[src/rtl/serial_alu_ctrl.sv]
// Bit-serial ALU sequencer: drives a 1-bit ALU slice LSB-first over WIDTH cycles
// and returns the full-width result with zero/carry/overflow flags.
module serial_alu_ctrl #(
  parameter int WIDTH = 32
) (
  input  logic             clk_i,
  input  logic             rst_i,
  input  logic             start_i,
  input  logic [3:0]       ctrl_i,
  input  logic [WIDTH-1:0] src1_i,
  input  logic [WIDTH-1:0] src2_i,
  output logic             busy_o,
  output logic             done_o,
  output logic [WIDTH-1:0] result_o,
  output logic             zero_o,
  output logic             cout_o,
  output logic             overflow_o
);

  localparam int IW = (WIDTH > 1) ? $clog2(WIDTH) : 1;

  typedef enum logic [1:0] {IDLE, RUN, DONE} state_e;

  state_e           state_q, state_d;
  logic [WIDTH-1:0] a_q, a_d, b_q, b_d, res_q, res_d;
  logic [IW-1:0]    idx_q, idx_d;
  logic             carry_q, carry_d;
  logic             ainv_q, ainv_d, binv_q, binv_d, arith_q, arith_d, valid_q, valid_d;
  logic [1:0]       op_q, op_d;
  logic [WIDTH-1:0] result_q, result_d;
  logic             zero_q, zero_d, cout_q, cout_d, ovf_q, ovf_d;

  logic             a_bit, b_bit, sum_bit, c_arith, r_bit, c_bit, ovf_bit, set_bit, accept;
  logic [WIDTH-1:0] res_shift, final_res;

  always_ff @(posedge clk_i or posedge rst_i) begin
    if (rst_i) begin
      state_q  <= IDLE;
      a_q      <= '0;
      b_q      <= '0;
      res_q    <= '0;
      idx_q    <= '0;
      carry_q  <= 1'b0;
      ainv_q   <= 1'b0;
      binv_q   <= 1'b0;
      arith_q  <= 1'b0;
      valid_q  <= 1'b0;
      op_q     <= 2'b00;
      result_q <= '0;
      zero_q   <= 1'b0;
      cout_q   <= 1'b0;
      ovf_q    <= 1'b0;
    end else begin
      state_q  <= state_d;
      a_q      <= a_d;
      b_q      <= b_d;
      res_q    <= res_d;
      idx_q    <= idx_d;
      carry_q  <= carry_d;
      ainv_q   <= ainv_d;
      binv_q   <= binv_d;
      arith_q  <= arith_d;
      valid_q  <= valid_d;
      op_q     <= op_d;
      result_q <= result_d;
      zero_q   <= zero_d;
      cout_q   <= cout_d;
      ovf_q    <= ovf_d;
    end
  end

  // The 1-bit slice, evaluated on the current LSB of the operand shift registers.
  always_comb begin
    a_bit   = a_q[0] ^ ainv_q;
    b_bit   = b_q[0] ^ binv_q;
    sum_bit = a_bit ^ b_bit ^ carry_q;
    c_arith = (a_bit & b_bit) | ((a_bit ^ b_bit) & carry_q);
    r_bit   = 1'b0;
    c_bit   = 1'b0;
    case (op_q)
      2'b00: r_bit = a_bit & b_bit;
      2'b01: r_bit = a_bit | b_bit;
      2'b10: begin r_bit = sum_bit; c_bit = c_arith; end
      default: begin r_bit = 1'b0; c_bit = c_arith; end
    endcase
    ovf_bit   = arith_q ? (carry_q ^ c_bit) : 1'b0;
    set_bit   = sum_bit ^ ovf_bit;
    res_shift = {r_bit, {(WIDTH-1){1'b0}}} | (res_q >> 1);
    if (!valid_q)
      final_res = '0;
    else if (op_q == 2'b11)
      final_res = {{(WIDTH-1){1'b0}}, set_bit};
    else
      final_res = res_shift;
  end

  always_comb begin
    state_d  = state_q;
    a_d      = a_q;
    b_d      = b_q;
    res_d    = res_q;
    idx_d    = idx_q;
    carry_d  = carry_q;
    ainv_d   = ainv_q;
    binv_d   = binv_q;
    arith_d  = arith_q;
    valid_d  = valid_q;
    op_d     = op_q;
    result_d = result_q;
    zero_d   = zero_q;
    cout_d   = cout_q;
    ovf_d    = ovf_q;
    accept   = 1'b0;

    case (state_q)
      IDLE: accept = start_i;
      RUN: begin
        a_d     = a_q >> 1;
        b_d     = b_q >> 1;
        res_d   = res_shift;
        carry_d = c_bit;
        idx_d   = idx_q + IW'(1);
        if (idx_q == IW'(WIDTH-1)) begin
          result_d = final_res;
          zero_d   = (final_res == '0);
          cout_d   = valid_q & c_bit;
          ovf_d    = valid_q & ovf_bit;
          state_d  = DONE;
        end
      end
      DONE: begin
        accept  = start_i;
        state_d = IDLE;
      end
      default: state_d = IDLE;
    endcase

    if (accept) begin
      a_d     = src1_i;
      b_d     = src2_i;
      res_d   = '0;
      idx_d   = '0;
      state_d = RUN;
      ainv_d  = 1'b0;
      binv_d  = 1'b0;
      op_d    = 2'b00;
      carry_d = 1'b0;
      arith_d = 1'b0;
      valid_d = 1'b1;
      case (ctrl_i)
        4'b0000: op_d = 2'b00;
        4'b0001: op_d = 2'b01;
        4'b0010: begin op_d = 2'b10; arith_d = 1'b1; end
        4'b0110: begin op_d = 2'b10; binv_d = 1'b1; carry_d = 1'b1; arith_d = 1'b1; end
        4'b0111: begin op_d = 2'b11; binv_d = 1'b1; carry_d = 1'b1; arith_d = 1'b1; end
        4'b1100: begin ainv_d = 1'b1; binv_d = 1'b1; end
        default: valid_d = 1'b0;
      endcase
    end
  end

  assign busy_o     = (state_q == RUN);
  assign done_o     = (state_q == DONE);
  assign result_o   = result_q;
  assign zero_o     = zero_q;
  assign cout_o     = cout_q;
  assign overflow_o = ovf_q;

endmodule

[config.mk]
export PLATFORM = sky130hd
export DESIGN_NAME = serial_alu_ctrl
export DESIGN_NICKNAME = d
export VERILOG_FILES = /design/src/rtl/serial_alu_ctrl.sv
export SDC_FILE = /design/constraint.sdc
export NUM_CORES = 1
export LEC_CHECK = 0
export BUFFER_PORTS_ARGS = -buffer_cell sky130_fd_sc_hd__buf_4
export CORE_MARGIN = 2
export CORE_UTILIZATION = 62
export CTS_BUF_LIST = sky130_fd_sc_hd__clkbuf_4
export DETAILED_ROUTE_END_ITERATION = 10
export PLACE_DENSITY_LB_ADDON = 0.12
export SLEW_MARGIN = 30
export SYNTH_ARGS = -nofsm -noshare
export SYNTH_HDL_FRONTEND = slang
export SYNTH_SLANG_ARGS = --single-unit
[constraint.sdc]
create_clock -name clk_i -period 6.5 [get_ports clk_i]
set_input_delay 0.65 -clock clk_i [delete_from_list [all_inputs] [get_ports clk_i]]
set_output_delay 0.65 -clock clk_i [all_outputs]
set_load 0.02 [all_outputs]
# Yosys cells after proc, flatten, opt, wreduce, memory -nomap -nowiden
# Cells that the tools add are included.
# totals
latch_bits	0
elab_cells	81
reg_bits	145
n_memories	0
output_inout_bits	37
in_bits	71
mem_bits_rw	0
mem_bits_ro	0
# op_classes
n_addsub	1
shift	0
n_lt_le_gt_ge	0
mux	25
multipliers	0
n_div	0
n_reduce_logical	14
eq_ne	13
n_bitwise	13
# ops
cell	n
32-bit 2-to-1 mux	8
32-bit zero test	1
32-bit by 31-bit bitwise OR with 32-bit output	1
1-bit 2-to-1 mux	10
5-bit 2-to-1 mux	2
4-bit by 3-bit equality test with 1-bit output, second input constant	2
2-bit OR reduction	4
2-bit equality test, second input constant	3
2-bit one-hot mux with 3 select lines	1
3-bit OR reduction	2
6-bit OR reduction	1
1-bit XOR	6
5-bit by 1-bit adder with 5-bit output, second input constant	1
5-bit equality test, second input constant	1
1-bit bitwise AND	4
2-bit by 1-bit equality test with 1-bit output, second input constant	2
4-bit by 1-bit equality test with 1-bit output, second input constant	1
4-bit by 2-bit equality test with 1-bit output, second input constant	1
4-bit equality test, second input constant	1
2-bit zero test	2
4-bit zero test	1
2-bit 2-to-1 mux	2
2-bit one-hot mux with 2 select lines	1
2-bit AND reduction	2
5 further kinds	6

# Longest topological paths before layout
# Gate-level depths: netlist (run 1).
# logic_depth
ltp_word	11
mapped_depth	7
depth_no_buf	7

# Worst setup path after synthesis (run 1)
# Ideal clock, no wire load.
# synth_timing
path_kind	reg-to-reg
from	register ainv_q
to	register zero_q (netlist: zero_o)
synth_period_minus_slack_ps	1935
arrival_time_ps	1868
required_ps	6432
path_slack_ps	4565
path_stages_with_launch	8
n_path_buf	0
setup_time_ps	68
path_cell_list	dfrtp_1 -> xnor2_1 -> inv_1 -> fa_1 -> mux2_2 -> o211ai_1 -> nor2b_1 -> a32o_1
# synth_between
elab_chain_len	11
elab_cells_between_ends	16
cone_classes	mux (5); bitwise (10); reduce/logical (1)
# synth_rtl
element	line	source
start: declaration	28	logic ainv_q, ainv_d, binv_q, binv_d, arith_q, arith_d, valid_q, valid_d;
start signal: assignment	60	ainv_q <= ainv_d;
1-bit XOR (*)	74	a_bit = a_q[0] ^ ainv_q;
1-bit XOR	76, 77	
1-bit bitwise AND	77	c_arith = (a_bit & b_bit) | ((a_bit ^ b_bit) & carry_q);
1-bit bitwise OR	77	
1-bit 2-to-1 mux	80	case (op_q)
1-bit XOR	86	ovf_bit = arith_q ? (carry_q ^ c_bit) : 1'b0;
1-bit 2-to-1 mux	86	
1-bit XOR	87	set_bit = sum_bit ^ ovf_bit;
32-bit 2-to-1 mux (*)	91	else if (op_q == 2'b11)
32-bit 2-to-1 mux (*)	89	if (!valid_q)
32-bit zero test (*)	125	zero_d = (final_res == '0);
end signal: assignment	66	zero_q <= zero_d;
end: declaration	31	logic zero_q, zero_d, cout_q, cout_d, ovf_q, ovf_d;
# Mark *: on every way between the ends. The rest lies on a longest branch, timed or not.
# A chain may end at the register's enable or synchronous reset.

# Worst setup path after layout (run 1)
# layout_timing
from	register state_q[0]
to	output port busy_o
# layout_between
elab_chain_len	1
# layout_rtl
element	line	source
start: declaration	24	state_e state_q, state_d;
start signal: assignment	54	state_q <= state_d;
2-bit by 1-bit equality test with 1-bit output	162	assign busy_o = (state_q == RUN);
end: declaration	12	output logic busy_o,
# Every way passes these cells.

==> flow_summary.json, run 1 <==
{
  "worstRegToRegCells": 6,
  "dr.pass1.iters": 5,
  "internal_power_mw": 1.780,
  "tightest_slew_ps": 754.1,
  "cts_root_buffer": "clkbuf_4",
  "crit_path_start_kind": "register",
  "slew_headroom": 0.4973,
  "start_util": 0.6385,
  "gp_congestion": 0.8543,
  "core_um2": 9240,
  "fin_crit_sh": 0.4271,
  "drt-total-wl_um": 11600,
  "synth-edff-count": 0,
  "cts.sinks": 144,
  "dp_hpwl_um": 7460,
  "p_leak_nw": 3.529,
  "die_h_um": 101.5,
  "grt_usage": 0.2393,
  "antenna_found_initial": 0,
  "tns_ps": 0,
  "critical_path_class": "register to primary output",
  "portBuffers": 107,
  "die_area_um2": 10310,
  "cp.required_ps": 5850,
  "n_antenna_cell": 0,
  "die_w_um": 101.5,
  "placement_rows": 35,
  "area_growth_syn_to_layout_pct": 18.07,
  "clk_pin_slew_ps": 130,
  "overflow": 0,
  "setup_violations": 0,
  "insertion_delay_ps": 510,
  "maxCapViolCount": 0,
  "max_freq_mhz": 360.2,
  "post_drt_wl_per_cell_um": 15.26,
  "drive_gt1_frac": 0.2409,
  "p_per_area_nw_per_um2": 415.0,
  "p_clk_frac": 0.175,
  "p_switching_mw": 1.111,
  "setup.worst_path.end_class": "primary output",
  "postCtsSetupRepairBufs": 0,
  "antenna_left": 0,
  "status": "finished, final reports clean",
  "post_cts_resized": 0,
  "grt_pass1_wl_um": 19520,
  "numCtsBuffers": 17,
  "hp-class": "input port to async pin",
  "dp_slack_ps": 3731,
  "grt_setup_unrepaired": "no",
  "hold_buffers": 0,
  "holdWs_ps": 278.3,
  "viasPerCell": 5.795,
  "arrival_ps": 2130,
  "synth.distinct_cells": 39,
  "drt_iter0_drc": 187,
  "hold_violations": 0,
  "drc": 0,
  "slew_violations": 0,
  "cts_tree": "built",
  "cts_max_level": 4,
  "grt_max_degree": 98,
  "ys_seq_area_frac": 0.6108,
  "synth-main-ff-cell": "dfrtp_1",
  "synth_area_um2": 5899,
  "final_cells": 760,
  "vias": 4404,
  "grt_pass1_vias": 4246,
  "period_needed_ps": 2776,
  "timing.reg2reg.setup_slack_ps": 4040,
  "synthArstFlopShare": 1.000,
  "fin_worst_skew_ps": 21.94,
  "total_power_mw": 2.891,
  "power_switching_share": 0.3844,
  "max-vdd-ir-drop_mv": 0.2577,
  "power_frac_seq": 0.499,
  "postSynthAreaPerCell_um2": 11.26,
  "cp_max_fo": 97,
  "syn_nets": 600,
  "comb_power_share": 0.326,
  "synthCells": 524,
  "place_inst": 728,
  "yosysWarnings": 0,
  "worst_slack_ps": 3724,
  "cts_buffer_depth": 2,
  "final_nets": 694,
  "ios": 108,
  "synth-seq-cells": 144
}
==> worst max-delay path, stage by stage (launching register included) <==
cell and delay (ps):
dfrtp_1 530, nand2b_4 140, inv_4 120, buf_6 560, buf_4 260
==> cell type report <==
class / count / area, um2
Clock inverter: 15 / 126.4
Fill cell: 627 / 2275
Sequential cell: 144 / 3603
Inverter: 7 / 33.78
Multi-Input combinational cell: 337 / 2076
Tap cell: 129 / 161.4
Timing Repair Buffer: 111 / 837.1
Clock buffer: 17 / 127.6
==> routing by layer <==
metal / GRT usage / vias to the layer above / wire, um / share of wire
li1: - / 2068 / - / -
met1: 0.3189 / 2174 / 4950 / 0.43
met2: 0.3821 / 141 / 5734 / 0.49
met3: 0.06625 / 21 / 718 / 0.062
met4: 0.08316 / 0 / 194 / 0.017
met5: 0 / - / 0 / 0
==> synthesized netlist by cell type, types with 2 or more instances <==
cell / number / share of area
dfrtp_1: 144 / 0.61
ha_1: 4 / 0.0085
nand4_1: 3 / 0.0032
nor4_1: 7 / 0.0074
a22o_1: 64 / 0.095
nor2b_1: 4 / 0.0042
nand2_1: 142 / 0.090
o21ai_0: 16 / 0.014
buf_6: 4 / 0.0076
a22oi_1: 61 / 0.078
buf_2: 19 / 0.016
buf_4: 4 / 0.0051
xnor2_1: 4 / 0.0059
nor2_1: 4 / 0.0025
nand2b_1: 3 / 0.0032
nand3_1: 4 / 0.0034
inv_1: 6 / 0.0038
xor2_1: 2 / 0.0030
clkbuf_1: 9 / 0.0057
==> cell families after synthesis <==
family,after synthesis,synth area share
xor+xnor,6,0.008908
flops,144,0.6108
fa+ha+maj,5,0.01188
mux,2,0.003605
simple gates,175,0.1268
buf+inv,43,0.03945
compound gates,149,0.1985
==> path summary, 6_finish.rpt <==
check / to / start
max: busy_o / state_q[0]
min: result_o[3] / rst_i
max reg2reg: idx_q[2] / state_q[0]
min reg2reg: a_q[8] / a_q[9]
max in group asynchronous: a_q[5] / rst_i
min in group clk_i: a_q[8] / src1_i[8]
==> per-stage QoR <==
stage	cell area [um2]	utilization
after floorplan	5899	-
after global placement	6703	0.7254
after detailed placement	6708	0.7259
after CTS	6962	0.7534
after global routing	6965	0.7538
final	6965	0.7538
==> power groups by stage <==
| stage | Clock (mW) | Sequential [mW] | Combinational [mW] |
|---|---|---|---|
| 5_1_grt | 0.553 | 1.48 | 1.07 |
| 3_3_place_gp | 0 | 1.44 | 0.902 |
| 3_5_place_dp | 0 | 1.45 | 0.947 |
| 6_report | 0.506 | 1.44 | 0.943 |
| 2_1_floorplan | 0 | 1.41 | 0.757 |
| 4_1_cts | 0.518 | 1.44 | 0.954 |
==> registers in the layout, indices dropped and copies added, names as in the netlist <==
| register | flops |
|---|---|
| zero_o | 1 |
| a_q | 32 |
| b_q | 32 |
| carry_q | 1 |
| arith_q | 1 |
| ainv_q | 1 |
| op_q | 2 |
| overflow_o | 1 |
| result_o | 32 |
| idx_q | 5 |
| state_q | 2 |
| res_q | 31 |
| binv_q | 1 |
| cout_o | 1 |
| valid_q | 1 |
==> cell usage in the layout, fill, tap and decap left out, types with 2 or more instances in the layout <==
cell and instances:
o21ai_0 16, inv_1 5, dfrtp_1 144, nand3_1 4
buf_4 110, xor2_1 2, clkbuf_4 17, clkinv_4 2
nand2b_1 3, ha_1 4, xnor2_1 4, nor2_1 4
nand2_1 142, inv_6 6, inv_8 2, a22oi_1 61
a22o_1 64, nor4_1 7, clkinvlp_4 5, nor2b_1 3
nand4_1 3
Power figures use the tool's default switching activity.
==> run 2: changes to the inputs <==
--- a/config.mk
+++ b/config.mk
@@ -5,9 +5,10 @@
 export SDC_FILE = /design/constraint.sdc
 export NUM_CORES = 1
 export LEC_CHECK = 0
+export ABC_AREA = 1
 export BUFFER_PORTS_ARGS = -buffer_cell sky130_fd_sc_hd__buf_4
 export CORE_MARGIN = 2
-export CORE_UTILIZATION = 62
+export CORE_UTILIZATION = 58
 export CTS_BUF_LIST = sky130_fd_sc_hd__clkbuf_4
 export DETAILED_ROUTE_END_ITERATION = 10
 export PLACE_DENSITY_LB_ADDON = 0.12
==> constraint.sdc (replaced) <==
create_clock -name clk_i -period 2.78 [get_ports clk_i]
set_input_delay 0.278 -clock clk_i [delete_from_list [all_inputs] [get_ports clk_i]]
set_output_delay 0.278 -clock clk_i [all_outputs]
set_load 0.02 [all_outputs]
==> run 2 against run 1 <==
Net effect: global-route usage up 2.9 points; sequential cell count stayed put; non-clock buffer count rose by 72; power increased to 2.8 times the previous value; hold slack worse by 180 ps; sequential share of layout area down 7.3 points; largest cell class unchanged; critical path type unchanged; clock skew down 12 ps; synthesized cell count is 22% higher.
==> flow_summary.json, run 2 <==
{
  "status": "finished, final reports clean",
  "yosys.cell_count.top_type": "dfrtp_1",
  "drc": 0,
  "synth_top_area_frac": 0.5745,
  "critical_path_class": "register to primary output",
  "synth_area_leaders": "dfrtp_1 (57%), o221ai_1 (8.5%), nand2_1 (7.9%)",
  "timing.reg2reg.setup_slack_ps": 770,
  "dr.pass1.iters": 5,
  "max_freq_mhz": 462.1,
  "period_needed_ps": 2164,
  "yosysWarnings": 0,
  "grt_setup_unrepaired": "no",
  "area_growth_syn_to_layout_pct": 29.34,
  "vias": 5230,
  "max-vdd-ir-drop_mv": 0.4837,
  "post_drt_wl_per_cell_um": 15.32,
  "worstRegToRegCells": 9,
  "postCtsSetupRepairBufs": 0,
  "ys_seq_area_frac": 0.5745,
  "final_cell_mix": "dfrtp_1 (144), nand2_1 (132), buf_4 (115)",
  "synth-edff-count": 0,
  "total_power_mw": 8.114,
  "synth-main-ff-cell": "dfrtp_1",
  "grt_usage": 0.2688,
  "n_antenna_cell": 0,
  "synth.distinct_cells": 35,
  "dp_hpwl_um": 8669,
  "yosys.area.top_type": "dfrtp_1",
  "fin_worst_skew_ps": 9.947,
  "slew_headroom": 0.5595,
  "min_path_cells": 4,
  "slew_violations": 0,
  "cts.sinks": 144,
  "rr_endpoint": "result_o[9]",
  "yosys.area_share.simple": 0.1183,
  "cp.required_ps": 2500,
  "antenna_left": 0,
  "dp_slack_ps": 836.0,
  "cts_max_level": 4,
  "p_leak_nw": 3.914,
  "drt-total-wl_um": 14520,
  "portBuffers": 107,
  "arrival_ps": 1890,
  "utilization": 0.7789,
  "worst_slack_ps": 615.9,
  "die_area_um2": 11660,
  "viasPerCell": 5.517,
  "synthCells": 639,
  "r2r-start": "idx_q[0]",
  "hp-class": "input port to register",
  "seq_area_um2": 3603,
  "final_common_cell": "dfrtp_1",
  "fillers": 691,
  "p_per_area_nw_per_um2": 1000,
  "final_nets": 876,
  "postSynthAreaPerCell_um2": 9.816,
  "die_w_um": 108.0,
  "insertion_delay_ps": 520,
  "cts_root_buffer": "clkbuf_4",
  "setup.worst_path.end_class": "primary output",
  "synthArstFlopShare": 1.000,
  "tns_ps": 0,
  "drt_iter0_drc": 346,
  "numCtsBuffers": 17,
  "synth-seq-cells": 144,
  "syn_nets": 715,
  "start_util": 0.6022,
  "hold_start": "ctrl_i[2]",
  "synth_top_family_by_area": "compound AO/OA/AOI/OAI gates",
  "multi_input_area_um2": 2017,
  "cts_buffer_depth": 2,
  "fin_crit_sh": 0.7785,
  "setup_violations": 0,
  "core_um2": 10420,
  "cp_max_fo": 53,
  "overflow": 0,
  "synth-compound-area-share": 0.1877,
  "holdWs_ps": 94.17,
  "clk_pin_slew_ps": 110,
  "grt_pass1_vias": 5348,
  "crit_path_start_kind": "register",
  "placement_rows": 37,
  "whs_endpoint": "valid_q",
  "grt_max_degree": 92,
  "maxCapViolCount": 0,
  "synth_mux_area_frac": 0,
  "synthXorXnorAreaFrac": 0.002793,
  "ios": 108,
  "synth_area_um2": 6272,
  "grt_pass1_wl_um": 24430,
  "gp_congestion": 0.8226,
  "hold_violations": 0,
  "drive_gt1_frac": 0.2007,
  "synth_fa_ha_area_frac": 0.01117,
  "cts_tree": "built",
  "die_h_um": 108.0,
  "tightest_slew_ps": 660.8,
  "antenna_found_initial": 0,
  "ys_top_cells_by_count": "dfrtp_1 (144), nand2_1 (132), inv_1 (111)"
}
## run 2: changes by cell type in the layout (fill, tap and decap cells not counted), moves of 31 or more
| cell | before | now |
|---|---|---|
| dlygate4sd3_1 | 0 | 66 |
| a22oi_1 | 61 | 0 |
| o221ai_1 | 0 | 61 |
| inv_1 | 5 | 110 |
| a22o_1 | 64 | 2 |
| o22ai_1 | 0 | 31 |
## run 2: worst max-delay path, cell delays in order (launching register included)
cell and delay [ps]:
dfrtp_1 470, nand2_4 470, inv_1 210, buf_4 210
## run 2: power breakdown
part           internal (mW)  switching (mW)
registers               2.95           0.417
logic                   1.33            1.92
clock network          0.784           0.721
total                   5.06            3.06
## run 2: how the worst max path moves through the flow
stage	start	to	slack [ps]	cells past startpoint
after global placement	b_q[0]	zero_o	930	12
after floorplan	rst_i	a_q[0]	700	1
after detailed placement	idx_q[0]	result_o[18]	840	9
final	state_q[0]	busy_o	620	3
after CTS	state_q[0]	busy_o	570	3
after global routing	state_q[0]	busy_o	450	3
## run 2: layout make-up
cell class	instances	share of cell area
flip-flops and latches	144	0.4442
clock inverters	14	0.02421
clock buffers	17	0.01573
multi-input cells	340	0.2486
well taps	136	0.02097
repair buffers	183	0.1928
inverters	114	0.05352
## run 2: repair_timing
item | 4_1_cts | 5_1_grt
hold buffers | 66 | 0
endpoints found under the hold margin | 83 | 0
gates resized for setup | 0 | 0
## run 2: cell families after synthesis
logic type               after synthesis
AND/OR/NAND/NOR                      181
adder cells (fa/ha/maj)                5
AO/OA/AOI/OAI                        152
buffers and inverters                155
XOR/XNOR                               2
flip-flops                           144
## run 2: metrics by stage
stage / std cells / instance area (um2)
4_1_cts: 948 / 8113
6_report: 948 / 8113
5_1_grt: 948 / 8113
2_1_floorplan: 639 / 6276
3_3_place_gp: 851 / 7128
3_5_place_dp: 851 / 7128
## run 2: metal layers
layer,track usage,vias up,share of wire
met1,0.3400,2529,0.43
li1,-,2505,-
met3,0.05546,34,0.046
met4,0.1035,0,0.026
met2,0.4578,162,0.50
met5,0,-,0
==> run 3: changes to the inputs <==
==> constraint.sdc (replaced) <==
create_clock -name clk_i -period 2.2 [get_ports clk_i]
set_input_delay 0.22 -clock clk_i [delete_from_list [all_inputs] [get_ports clk_i]]
set_output_delay 0.22 -clock clk_i [all_outputs]
set_load 0.02 [all_outputs]
==> run 3 against run 2 <==
Net effect: power up 27%; combinational power up 27%; sequential cell count unchanged; sequential power up 26%; critical path depth up 1; count of clock-buffer cells in the layout up 1; largest cell class unchanged; highest routed layer unchanged.
==> flow_summary.json, run 3 (synthesis results as in run 2) <==
{
  "grt_setup_unrepaired": "no",
  "insertion_delay_ps": 550,
  "gp_congestion": 0.8343,
  "cts_buffer_depth": 2,
  "die_w_um": 108.0,
  "crit_path_top_delay_cell": "dfrtp_1",
  "placement_rows": 37,
  "multi_input_area_um2": 2017,
  "hp-class": "input port to register",
  "whs_endpoint": "valid_q",
  "seq_area_um2": 3603,
  "core_um2": 10420,
  "p_per_area_nw_per_um2": 1257,
  "p_leak_nw": 3.943,
  "max_freq_mhz": 488.4,
  "start_util": 0.6022,
  "critical_path_class": "register to primary output",
  "status": "finished, final reports clean",
  "worst-path-buf-inv": 3,
  "dr.pass1.iters": 5,
  "hold_start": "ctrl_i[3]",
  "cp_max_fo": 46,
  "maxCapViolCount": 0,
  "drt_iter0_drc": 385,
  "cp.required_ps": 1980,
  "setup_violations": 0,
  "crit_chain": "nand2_4, buf_6, inv_1, buf_4",
  "die_area_um2": 11660,
  "final_nets": 879,
  "vias": 5212,
  "worstRegToRegCells": 12,
  "min_path_cells": 4,
  "slew_headroom": 0.5583,
  "antenna_left": 0,
  "r2r-start": "b_q[0]",
  "grt_pass1_wl_um": 23740,
  "slew_violations": 0,
  "overflow": 0,
  "hold_violations": 0,
  "drt-total-wl_um": 14140,
  "grt_usage": 0.2599,
  "antenna_found_initial": 0,
  "viasPerCell": 5.469,
  "tightest_slew_ps": 662.6,
  "fillers": 680,
  "die_h_um": 108.0,
  "fin_worst_skew_ps": 16.85,
  "cts.sinks": 144,
  "final_cell_mix": "dfrtp_1 (144), nand2_1 (132), buf_4 (113)",
  "drc": 0,
  "portBuffers": 107,
  "fin_crit_sh": 0.9307,
  "numCtsBuffers": 17,
  "clk_pin_slew_ps": 110,
  "utilization": 0.7851,
  "ios": 108,
  "max-vdd-ir-drop_mv": 0.6695,
  "cts_root_buffer": "clkbuf_4",
  "drive_gt1_frac": 0.2010,
  "place_inst": 852,
  "crit_path_max_incr_delay_ps": 480,
  "postCtsSetupRepairBufs": 0,
  "area_growth_syn_to_layout_pct": 30.38,
  "grt_max_degree": 80,
  "setup.worst_path.end_class": "primary output",
  "grt_pass1_vias": 5225,
  "cts_max_level": 4,
  "cts_tree": "built",
  "path_delay_family": "buffers and inverters",
  "crit_path_start_kind": "register",
  "arrival_ps": 1830,
  "timing.reg2reg.setup_slack_ps": 260,
  "rr_endpoint": "zero_o",
  "final_cells": 953,
  "final_common_cell": "dfrtp_1",
  "dp_hpwl_um": 8686,
  "post_drt_wl_per_cell_um": 14.84,
  "period_needed_ps": 2048,
  "tns_ps": 0
}
[run 3: per-layer routing]
layer / part of all wire / track usage / up-vias
met3: 0.039 / 0.05907 / 26
met1: 0.43 / 0.3302 / 2550
met2: 0.51 / 0.4322 / 130
met4: 0.023 / 0.1099 / 0
met5: 0 / 0 / -
li1: - / - / 2506
[run 3: timing repair]
| action | 4_1_cts | 5_1_grt |
|---|---|---|
| gates resized for setup | 1 | 0 |
| setup endpoints to repair | 1 | 0 |
| endpoints found under the hold margin | 84 | 0 |
| hold buffers | 68 | 0 |
[run 3: worst min-delay path, cell delays in order]
cell and delay [ps]:
buf_4 90, inv_1 40, nand2_1 80, a32oi_1 90
[run 3: report_power, final]
group	total (mW)	internal, mW	switching, mW
clock	1.91	1.01	0.906
sequential	4.24	3.72	0.515
combinational	4.13	1.71	2.42
[run 3: worst max-delay path by stage]
stage,start,end,slack (ps),depth (start not counted)
detailed placement,b_q[0],zero_o,280,12
finish,state_q[0],busy_o,150,4
global placement,b_q[0],zero_o,390,12
CTS,state_q[0],busy_o,130,4
global route,state_q[0],busy_o,40,4
floorplan,rst_i,a_q[0],170,1
[run 3: stage by stage]
step                      setup slack (ps)  power, mW  instance area [um2]  hold WS (ps)
after floorplan                      175.0      7.092                 6276         341.0
after detailed placement             278.7      8.308                 7161         280.8
final                                152.4      10.28                 8178         29.72
after global placement               391.1      8.105                 7161         264.8
after global routing                 36.96      11.02                 8175         24.31
after CTS                            129.5      10.32                 8175         14.62
[run 3: area by class of cell]
class	count	area share
Sequential cell	144	0.4406
Multi-Input combinational cell	340	0.2466
Timing Repair Buffer	186	0.1981
Inverter	114	0.05309
Clock inverter	14	0.02387
Tap cell	136	0.02081
Clock buffer	18	0.01652
Antenna cell	1	0.0003060
